<file path="config.mk">
export PLATFORM = sky130hd
export DESIGN_NAME = uart_tx_arb
export DESIGN_NICKNAME = d
export VERILOG_FILES = /design/src/rtl/uart_pkg.sv /design/src/rtl/rr_pick.sv /design/src/rtl/uart_tx_arb.sv
export SDC_FILE = /design/constraint.sdc
export NUM_CORES = 1
export LEC_CHECK = 0
export CAP_MARGIN = 40
export CELL_PAD_IN_SITES_DETAIL_PLACEMENT = 1
export CELL_PAD_IN_SITES_GLOBAL_PLACEMENT = 2
export CORE_MARGIN = 2
export CORE_UTILIZATION = 28
export DETAILED_ROUTE_END_ITERATION = 12
export PLACE_DENSITY = 0.95
export SYNTH_ARGS = -nofsm -noshare
export SYNTH_HDL_FRONTEND = slang
export SYNTH_HIERARCHICAL = 1
export SYNTH_SLANG_ARGS = --single-unit
export TNS_END_PERCENT = 20
</file>
<file path="constraint.sdc">
create_clock -name clk_i -period 7 [get_ports clk_i]
set_input_delay 1.4 -clock clk_i [delete_from_list [all_inputs] [get_ports clk_i]]
set_output_delay 1.4 -clock clk_i [all_outputs]
set_load 0.02 [all_outputs]
</file>
<file path="src/rtl/uart_pkg.sv">
// Shared types and defaults for the UART TX byte-stream arbiter.
// Latency: n/a (declarations only).
// Backpressure: n/a (declarations only).
package uart_pkg;

    typedef enum logic {
        IDLE = 1'b0,
        XFER = 1'b1
    } arb_state_t;

    localparam int UART_DATA_WIDTH = 8;
    localparam int UART_MAX_BURST  = 16;

    // Index width for an N-entry one-hot vector; never narrower than 1 bit.
    function automatic int idx_w(input int n);
        return (n > 1) ? $clog2(n) : 1;
    endfunction

endpackage

</file>
<file path="src/rtl/rr_pick.sv">
// Round-robin pick: first set bit of req at or after ptr, wrapping modulo NUM_REQ.
// Latency: purely combinational.
// Backpressure: none; win_oh is all-zero when req is all-zero.
//
// Ports: req (request vector), ptr (search start index),
//        win_oh (one-hot winner), win_idx (binary winner index).
module rr_pick
    import uart_pkg::*;
#(
    parameter int NUM_REQ = 4,
    parameter int IDX_W   = idx_w(NUM_REQ)
) (
    input  logic [NUM_REQ-1:0] req,
    input  logic [IDX_W-1:0]   ptr,
    output logic [NUM_REQ-1:0] win_oh,
    output logic [IDX_W-1:0]   win_idx
);

    always_comb begin : pick
        logic found;
        int   j;
        win_oh  = '0;
        win_idx = '0;
        found   = 1'b0;
        j       = 0;
        for (int i = 0; i < NUM_REQ; i++) begin
            // ptr is always < NUM_REQ, so one subtraction is enough to wrap.
            j = int'(ptr) + i;
            if (j >= NUM_REQ) begin
                j = j - NUM_REQ;
            end
            if (!found && req[j]) begin
                found     = 1'b1;
                win_oh[j] = 1'b1;
                win_idx   = IDX_W'(j);
            end
        end
    end

endmodule

</file>
<file path="src/rtl/uart_tx_arb.sv">
// Round-robin arbiter merging NUM_REQ byte streams into one UART TX FIFO write port.
// Latency: 1 arbitration cycle (IDLE) before the first byte of a grant; bytes then pass combinationally.
// Backpressure: fifo_full_i or owner valid low stalls the write; grant and byte count are held.
//
// Ports: clk_i/rst_ni (clock, async active-low reset); req_valid_i/req_data_i/req_last_i/
//        req_ready_o (per-requester byte stream); fifo_full_i/fifo_we_o/fifo_din_o (TX FIFO
//        write side); grant_o (one-hot owner, zero when idle); busy_o (transfer in progress).
module uart_tx_arb
    import uart_pkg::*;
#(
    parameter int NUM_REQ    = 4,
    parameter int DATA_WIDTH = UART_DATA_WIDTH,
    parameter int MAX_BURST  = UART_MAX_BURST
) (
    input  logic                          clk_i,
    input  logic                          rst_ni,
    input  logic [NUM_REQ-1:0]            req_valid_i,
    input  logic [NUM_REQ*DATA_WIDTH-1:0] req_data_i,
    input  logic [NUM_REQ-1:0]            req_last_i,
    output logic [NUM_REQ-1:0]            req_ready_o,
    input  logic                          fifo_full_i,
    output logic                          fifo_we_o,
    output logic [DATA_WIDTH-1:0]         fifo_din_o,
    output logic [NUM_REQ-1:0]            grant_o,
    output logic                          busy_o
);

    localparam int IW = idx_w(NUM_REQ);
    localparam int CW = $clog2(MAX_BURST + 1);

    arb_state_t           state_q, state_d;
    logic [NUM_REQ-1:0]   grant_q, grant_d;
    logic [IW-1:0]        owner_q, owner_d;
    logic [IW-1:0]        ptr_q, ptr_d;
    logic [CW-1:0]        cnt_q, cnt_d;
    logic [CW-1:0]        cnt_inc;

    logic [NUM_REQ-1:0]   pick_oh;
    logic [IW-1:0]        pick_idx;
    logic                 owner_vld;
    logic                 owner_last;
    logic [DATA_WIDTH-1:0] owner_dat;

    rr_pick #(
        .NUM_REQ (NUM_REQ),
        .IDX_W   (IW)
    ) u_rr_pick (
        .req     (req_valid_i),
        .ptr     (ptr_q),
        .win_oh  (pick_oh),
        .win_idx (pick_idx)
    );

    assign owner_vld  = req_valid_i[owner_q];
    assign owner_last = req_last_i[owner_q];
    assign owner_dat  = req_data_i[owner_q*DATA_WIDTH +: DATA_WIDTH];
    assign cnt_inc    = cnt_q + 1'b1;

    always_ff @(posedge clk_i or negedge rst_ni) begin
        if (!rst_ni) begin
            state_q <= IDLE;
            grant_q <= '0;
            owner_q <= '0;
            ptr_q   <= '0;
            cnt_q   <= '0;
        end else begin
            state_q <= state_d;
            grant_q <= grant_d;
            owner_q <= owner_d;
            ptr_q   <= ptr_d;
            cnt_q   <= cnt_d;
        end
    end

    always_comb begin
        state_d     = state_q;
        grant_d     = grant_q;
        owner_d     = owner_q;
        ptr_d       = ptr_q;
        cnt_d       = cnt_q;
        fifo_we_o   = 1'b0;
        fifo_din_o  = '0;
        req_ready_o = '0;
        case (state_q)
            IDLE: begin
                // Register the winner only; the first byte moves in XFER.
                if (|req_valid_i) begin
                    state_d = XFER;
                    grant_d = pick_oh;
                    owner_d = pick_idx;
                    ptr_d   = (pick_idx == IW'(NUM_REQ - 1)) ? '0 : pick_idx + 1'b1;
                    cnt_d   = '0;
                end
            end
            XFER: begin
                if (owner_vld && !fifo_full_i) begin
                    fifo_we_o   = 1'b1;
                    fifo_din_o  = owner_dat;
                    req_ready_o = grant_q;
                    cnt_d       = cnt_inc;
                    // End of packet and burst cap may coincide; either ends the grant once.
                    if (owner_last || (cnt_inc == CW'(MAX_BURST))) begin
                        state_d = IDLE;
                        grant_d = '0;
                    end
                end
            end
            default: begin
                state_d = IDLE;
                grant_d = '0;
            end
        endcase
    end

    assign grant_o = grant_q;
    assign busy_o  = (state_q == XFER);

endmodule

</file>
==> results.md, run 1 <==
* Initial Util at 29.50%
* Synth-to-Final Area Change at 45.72%
* Hold slack at 0.5488 ns
* Finished Cell Area at 2237 sq um
* Core ar. at 5205 sq um
* Dpl cell area at 2182 sq um
* Comb power frac at 66.9%
* Final Hold Fails at 0
* Switching portion of total power at 46.62%
* Row count at 26
* RSZ-0062 raised after global routing: false
* Worst-margin pin slew at 0.6386 ns
* Asr flop ratio synth at 100.0%
* Residual DRC at 0
* CTS Hold Bufs at 0
* TritonRoute pass-1 iters at 4
* Clock Skew at 0.001753 ns
* Sw power at 0.3954 mW
* Sequential share of the synthesized area at 22.82%
* Diodes inserted at 0
* Max FO, Critical Path at 10
* Mapped Avg Cell Area at 10.23 sq um
* Worst Path Required at 5.60 ns
* Utilization after layout at 42.98%
* Sequential share of power at 23.8%
* Clock Power Share at 9.3%
* HPWL Detailed at 3.604 mm
* Initial DRC count at 77
* R2r setup slk at 4.12 ns
* Fin crit share at 73.98%
* Routed wire length at 4.597 mm
* Hold Crit Class: reg2reg
* # setup viols final at 0
* Yosys reg bits at 14
* Int Power at 0.4528 mW
* Global-route wire length before repair at 7.665 mm
* EDFF count, synth at 0
* Final ANT Viol Nets at 0
* Final GP Congestion at 0.7563
* Final Power at 0.8482 mW
* Slew Limit Headroom at 57.29%
* CTS Buf Count at 3
* Crit Path Class: in2out
* Leak at 0.9374 nW
* YS warnings at 6
* Power Density at 379.1 nW/um^2
* Vias in the first global route at 1510
* Post-Layout Cell Count at 277
* Synth Flop Type: dfrtp_1
* Final global-route overflow total at 0
* Cell variety after synth at 39
* GRT Total Usage at 15.62%
* Final worst path period need at 5.179 ns
* CTS resizes at 0
* PortBufs at 60
* VDD IR max at 0.1591 mV
* Die footprint at 6091 sq um
* Status: finished, final reports clean
* Fmax at 193.1 MHz
* Final worst-path setup slack at 1.821 ns
* Max Cap Viol at 0
* TritonCTS clock tree: built
* Crit. End Element: output pin
* Kind of start point of the critical path: primary input
* Pre-CTS setup slack at 1.817 ns
* Via density at 5.242
* Clock Path Buffers at 2
* Largest net degree at the start of global routing at 23
* Clock Sinks at 14
* Io pins at 61
* DIE HEIGHT at 78.05 um
* Clock Latency Late Sink at 0.24 ns
* Die width at 78.05 um
* H-tree levels at 1
* CTS clock-pin slew for the worst setup and hold paths at 0.06 ns
* WL/cell at 16.60 um
* Final Max Tran Viols at 0
* Root Buffer: clkbuf_8
* Syn_nets at 203
* Syn Std Cell Area at 1535 sq um
* Setup TNS at 0 ns
* Cells after synthesis at 150
* Final Net Count at 261
* Crit path DAT at 3.78 ns
* # Post-CTS Setup Buffers at 0
* Initial antenna violation count at 0
* Cells after DPL at 273
* Routed vias at 1452
* Share of layout cells above drive strength 1 at 15.46%
[final cells by class]
class | count | area (sq um)
clock buffers | 4 | 55.05
well taps | 70 | 87.58
multi-input cells | 124 | 1121
flip-flops and latches | 14 | 350.3
inverters | 4 | 15.01
repair buffers | 61 | 608.1
fillers | 590 | 2968
[final timing paths]
kind	startpoint	cells after the start	to
max reg2reg	ptr_q[0]	9	ptr_q[1]
min	cnt_q[0]	1	cnt_q[0]
max in group asynchronous	rst_ni	1	owner_q[0]
min in group asynchronous	rst_ni	1	cnt_q[3]
max	req_valid_i[3]	7	fifo_we_o
min reg2reg	cnt_q[0]	1	cnt_q[0]
[cells by family (layout without fill, tap and decap cells)]
group | after synthesis | after routing | share of synthesized area, %
flip-flops | 14 | 14 | 22.82
buffers and inverters | 12 | 69 | 4.156
XOR/XNOR | 1 | 1 | 0.5706
adder cells (fa/ha/maj) | 10 | 10 | 8.150
AND/OR/NAND/NOR | 64 | 64 | 23.47
AO/OA/AOI/OAI | 25 | 25 | 14.51
multiplexers | 24 | 24 | 26.32
[cells in the mapped netlist, types with 3 or more instances]
library cell | n | share of area, %
a21oi_2 | 5 | 2.9
nand2b_1 | 3 | 1.2
and3_1 | 12 | 4.9
a221oi_1 | 4 | 2.3
nand2_1 | 21 | 5.1
ha_1 | 10 | 8.1
nor2_1 | 5 | 1.2
mux2i_1 | 10 | 6.5
clkbuf_1 | 3 | 0.73
buf_2 | 3 | 0.98
inv_1 | 3 | 0.73
dfrtp_1 | 14 | 23
mux4_2 | 13 | 19
nor2b_1 | 5 | 2.0
o2bb2ai_1 | 5 | 2.9
nand3_1 | 6 | 2.0
[cell usage in the layout (no fill, tap or decap), types with 2 or more instances in the layout]
cell and n:
ha_1 10, nand2_1 21, mux4_2 13, or2_1 2, inv_1 3, a221oi_1 4
o21ai_1 2, o2bb2ai_1 5, dfrtp_1 14, nand3b_1 2, nand2b_1 3, clkbuf_8 4
clkdlybuf4s50_1 60, mux2i_1 10, nor2_1 5, and3_1 12, nor2b_1 5, o31ai_1 2
nand3_1 6, a21oi_2 5
[power groups by stage]
stage	Clock, mW	Combinational [mW]	Sequential, mW
2_1_floorplan	0	0.446	0.163
3_3_place_gp	0	0.556	0.203
3_5_place_dp	0	0.569	0.206
4_1_cts	0.0825	0.573	0.204
5_1_grt	0.0864	0.623	0.216
6_report	0.0792	0.567	0.202
[sequential cells by signal (all words and copies together) (netlist names)]
name     cells
grant_o      4
busy_o       1
owner_q      2
cnt_q        5
ptr_q        2
[per-layer routing]
metal / up-vias / track usage, % / wire length, um
li1: 690 / - / -
met1: 702 / 21.42 / 2122
met2: 56 / 26.03 / 2195
met3: 4 / 2.184 / 236
met4: 0 / 3.860 / 42
met5: - / 0 / 0
[worst max-delay path: stages]
cell,delay (ns)
clkdlybuf4s50_1,0.66
mux2i_1,0.15
o22ai_2,0.34
buf_4,0.24
nand2_1,0.13
inv_2,0.22
clkdlybuf4s50_1,0.64
(Power assumes the default switching activity.)
==> inputs of run 2 (changes only) <==
--- a/config.mk
+++ b/config.mk
@@ -9,9 +9,9 @@
 export CELL_PAD_IN_SITES_DETAIL_PLACEMENT = 1
 export CELL_PAD_IN_SITES_GLOBAL_PLACEMENT = 2
 export CORE_MARGIN = 2
-export CORE_UTILIZATION = 28
+export CORE_UTILIZATION = 26
 export DETAILED_ROUTE_END_ITERATION = 12
-export PLACE_DENSITY = 0.95
+export PLACE_DENSITY = 0.93
 export SYNTH_ARGS = -nofsm -noshare
 export SYNTH_HDL_FRONTEND = slang
 export SYNTH_HIERARCHICAL = 1
==> constraint.sdc (replaced) <==
create_clock -name clk_i -period 5.3 [get_ports clk_i]
set_input_delay 1.06 -clock clk_i [delete_from_list [all_inputs] [get_ports clk_i]]
set_output_delay 1.06 -clock clk_i [all_outputs]
set_load 0.02 [all_outputs]
==> run 2 against run 1 <==
- cell area up 0.11%
- non-clock buffer count unchanged
- via count up 0.14%
- die area up 7.3%
- first-iteration DRC count down 55%
- combinational power up 32%
- clock power up 33%
- sequential share of layout area about the same
- sequential power up 34%
- hold slack better by 0.0099 ns
- clock skew up 0.0017 ns
- largest power group unchanged
==> results.md, run 2 (same netlist as run 1, synthesis figures left out) <==
* RSZ-0062 raised after global routing: false (unchanged)
* Residual DRC at 0 (unchanged)
* Sw power at 0.5274 mW (was 0.3954 mW)
* Crit. End Element: output pin (unchanged)
* Initial Util at 27.38% (was 29.50%)
* Most used cell, CP: clkdlybuf4s50_1 (unchanged)
* Post-Layout Cell Count at 279 (was 277)
* Max FO, Critical Path at 13 (was 10)
* CTS clock-pin slew for the worst setup and hold paths at 0.06 ns (about the same)
* Diodes inserted at 0 (unchanged)
* Vias in the first global route at 1564 (was 1510)
* Largest register FFs at 5 (unchanged)
* Setup TNS at 0 ns (unchanged)
* Die footprint at 6535 sq um (was 6091 sq um)
* Int Power at 0.5970 mW (was 0.4528 mW)
* Worst-margin pin slew at 0.6688 ns (was 0.6386 ns)
* Via density at 5.211 (was 5.242)
* PortBufs at 60 (unchanged)
* Max Cap Viol at 0 (unchanged)
* Status: finished, final reports clean (unchanged)
* Comb power frac at 66.6% (was 66.9%)
* Hold Crit Class: reg2reg (unchanged)
* Fin crit share at 84.54%
* CTS Hold Bufs at 0 (unchanged)
* HPWL Detailed at 3.474 mm (was 3.604 mm)
* Final Net Count at 261 (unchanged)
* VDD IR max at 0.2630 mV (was 0.1591 mV)
* Clock Path Buffers at 2 (unchanged)
* # Post-CTS Setup Buffers at 0 (unchanged)
* Root Buffer: clkbuf_8 (unchanged)
* CTS resizes at 0 (unchanged)
* Most frequent cells in the layout: 60 x clkdlybuf4s50_1, 21 x nand2_1, 14 x dfrtp_1, 13 x mux4_2, 12 x and3_1 (unchanged)
* Clock Power Share at 9.3% (about the same)
* Worst Path Required at 4.24 ns (was 5.60 ns)
* Initial DRC count at 35 (was 77)
* Final GP Congestion at 0.7682 (was 0.7563)
* Kind of start point of the critical path: primary input (unchanged)
* Core ar. at 5608 sq um (was 5205 sq um)
* GRT Total Usage at 14.66% (was 15.62%)
* Final worst path period need at 4.481 ns
* WL/cell at 16.11 um (was 16.60 um)
* Finished Cell Area at 2240 sq um (was 2237 sq um)
* Switching portion of total power at 46.90% (was 46.62%)
* CTS Buf Count at 3 (unchanged)
* Clock Skew at 0.003476 ns (was 0.001753 ns)
* Leak at 0.9374 nW (unchanged)
* Initial antenna violation count at 0 (unchanged)
* Final Max Tran Viols at 0 (unchanged)
* Largest net degree at the start of global routing at 23 (unchanged)
* Routed wire length at 4.494 mm (was 4.597 mm)
* Synth-to-Final Area Change at 45.88% (was 45.72%)
* Sequential share of power at 24.1% (was 23.8%)
* Dpl cell area at 2185 sq um (was 2182 sq um)
* Clock Sinks at 14 (unchanged)
* Fmax at 223.2 MHz
* Final Hold Fails at 0 (unchanged)
* Row count at 27 (was 26)
* Die width at 80.84 um (was 78.05 um)
* Peak per-stage delay on the critical path at 0.64 ns (was 0.66 ns)
* Global-route wire length before repair at 7.617 mm (was 7.665 mm)
* CP max-delay cell: clkdlybuf4s50_1 (unchanged)
* Io pins at 61 (unchanged)
* Cells after DPL at 275 (was 273)
* TritonRoute pass-1 iters at 4 (unchanged)
* Slew Limit Headroom at 55.27% (was 57.29%)
* Final global-route overflow total at 0 (unchanged)
* TritonCTS clock tree: built (unchanged)
* Clock Latency Late Sink at 0.25 ns (was 0.24 ns)
* DIE HEIGHT at 80.84 um (was 78.05 um)
* Commonest non-fill, non-tap cell in the layout: clkdlybuf4s50_1 (unchanged)
* Final ANT Viol Nets at 0 (unchanged)
* Top reg by flops: cnt_q (unchanged)
* Crit-path cells: clkdlybuf4s50_1 -> mux2i_1 -> o22ai_2 -> nand2_1 -> inv_2 -> clkdlybuf4s50_1 (was clkdlybuf4s50_1 -> mux2i_1 -> o22ai_2 -> buf_4 -> nand2_1 -> inv_2 -> clkdlybuf4s50_1)
* H-tree levels at 1 (unchanged)
* Crit Path Class: in2out (unchanged)
* Power Density at 502.1 nW/um^2 (was 379.1 nW/um^2)
* Routed vias at 1454 (was 1452)
* Share of layout cells above drive strength 1 at 15.46% (unchanged)
* # setup viols final at 0 (unchanged)
* Crit path DAT at 3.42 ns (was 3.78 ns)
==> run 2: cell counts in the layout (fill, tap and decap cells not counted) <==
No cell type changed its count.
==> run 2: final timing paths <==
path                           startpoint    endpoint  slack [ns]  cells after the start
setup / recovery           req_valid_i[3]   fifo_we_o        0.82                      6
hold / removal                   cnt_q[0]    cnt_q[0]        0.56                      1
setup reg to reg                 ptr_q[0]    ptr_q[1]        2.40                      9
hold reg to reg                  cnt_q[0]    cnt_q[0]        0.56                      1
max in group asynchronous          rst_ni  grant_o[3]        3.65                      1
min in group asynchronous          rst_ni  grant_o[2]        1.22                      1
==> run 2: area by class of cell <==
class                   count  area [sq um]
well taps                  72         90.09
multi-input cells         124          1121
flip-flops and latches     14         350.3
clock buffers               4         55.05
inverters                   4         15.01
fillers                   663          3368
repair buffers             61         608.1
==> run 2: stage by stage <==
stage | power [mW] | utilization, % | setup WS [ns] | hold WS [ns]
2_1_floorplan | 0.8044 | - | 2.228 | 0.4943
3_3_place_gp | 1.004 | 38.96 | 0.9038 | 0.5408
3_5_place_dp | 1.017 | 38.96 | 0.8119 | 0.5409
4_1_cts | 1.132 | 39.94 | 0.8009 | 0.5519
5_1_grt | 1.225 | 39.94 | 0.6374 | 0.5983
6_report | 1.124 | 39.94 | 0.8194 | 0.5587
==> run 2: per-layer routing <==
layer / vias up / GRT usage, % / wire length [um]
li1: 686 / - / -
met3: 2 / 2.000 / 135
met1: 733 / 19.60 / 2130
met5: - / 0 / 0
met2: 33 / 26.20 / 2219
met4: 0 / 1.017 / 8
==> run 2: worst max-delay path: cells and delay by family <==
kind | cells | cell delay, ns
mux | 1 | 0.15
compound gates | 1 | 0.46
buf+inv | 3 | 1.50
simple gates | 1 | 0.24
==> run 2: power by group through the flow <==
stage	Clock, mW	Sequential (mW)	Combinational [mW]
2_1_floorplan	0	0.216	0.589
3_3_place_gp	0	0.269	0.735
3_5_place_dp	0	0.272	0.745
4_1_cts	0.108	0.272	0.753
5_1_grt	0.114	0.284	0.826
6_report	0.105	0.271	0.749
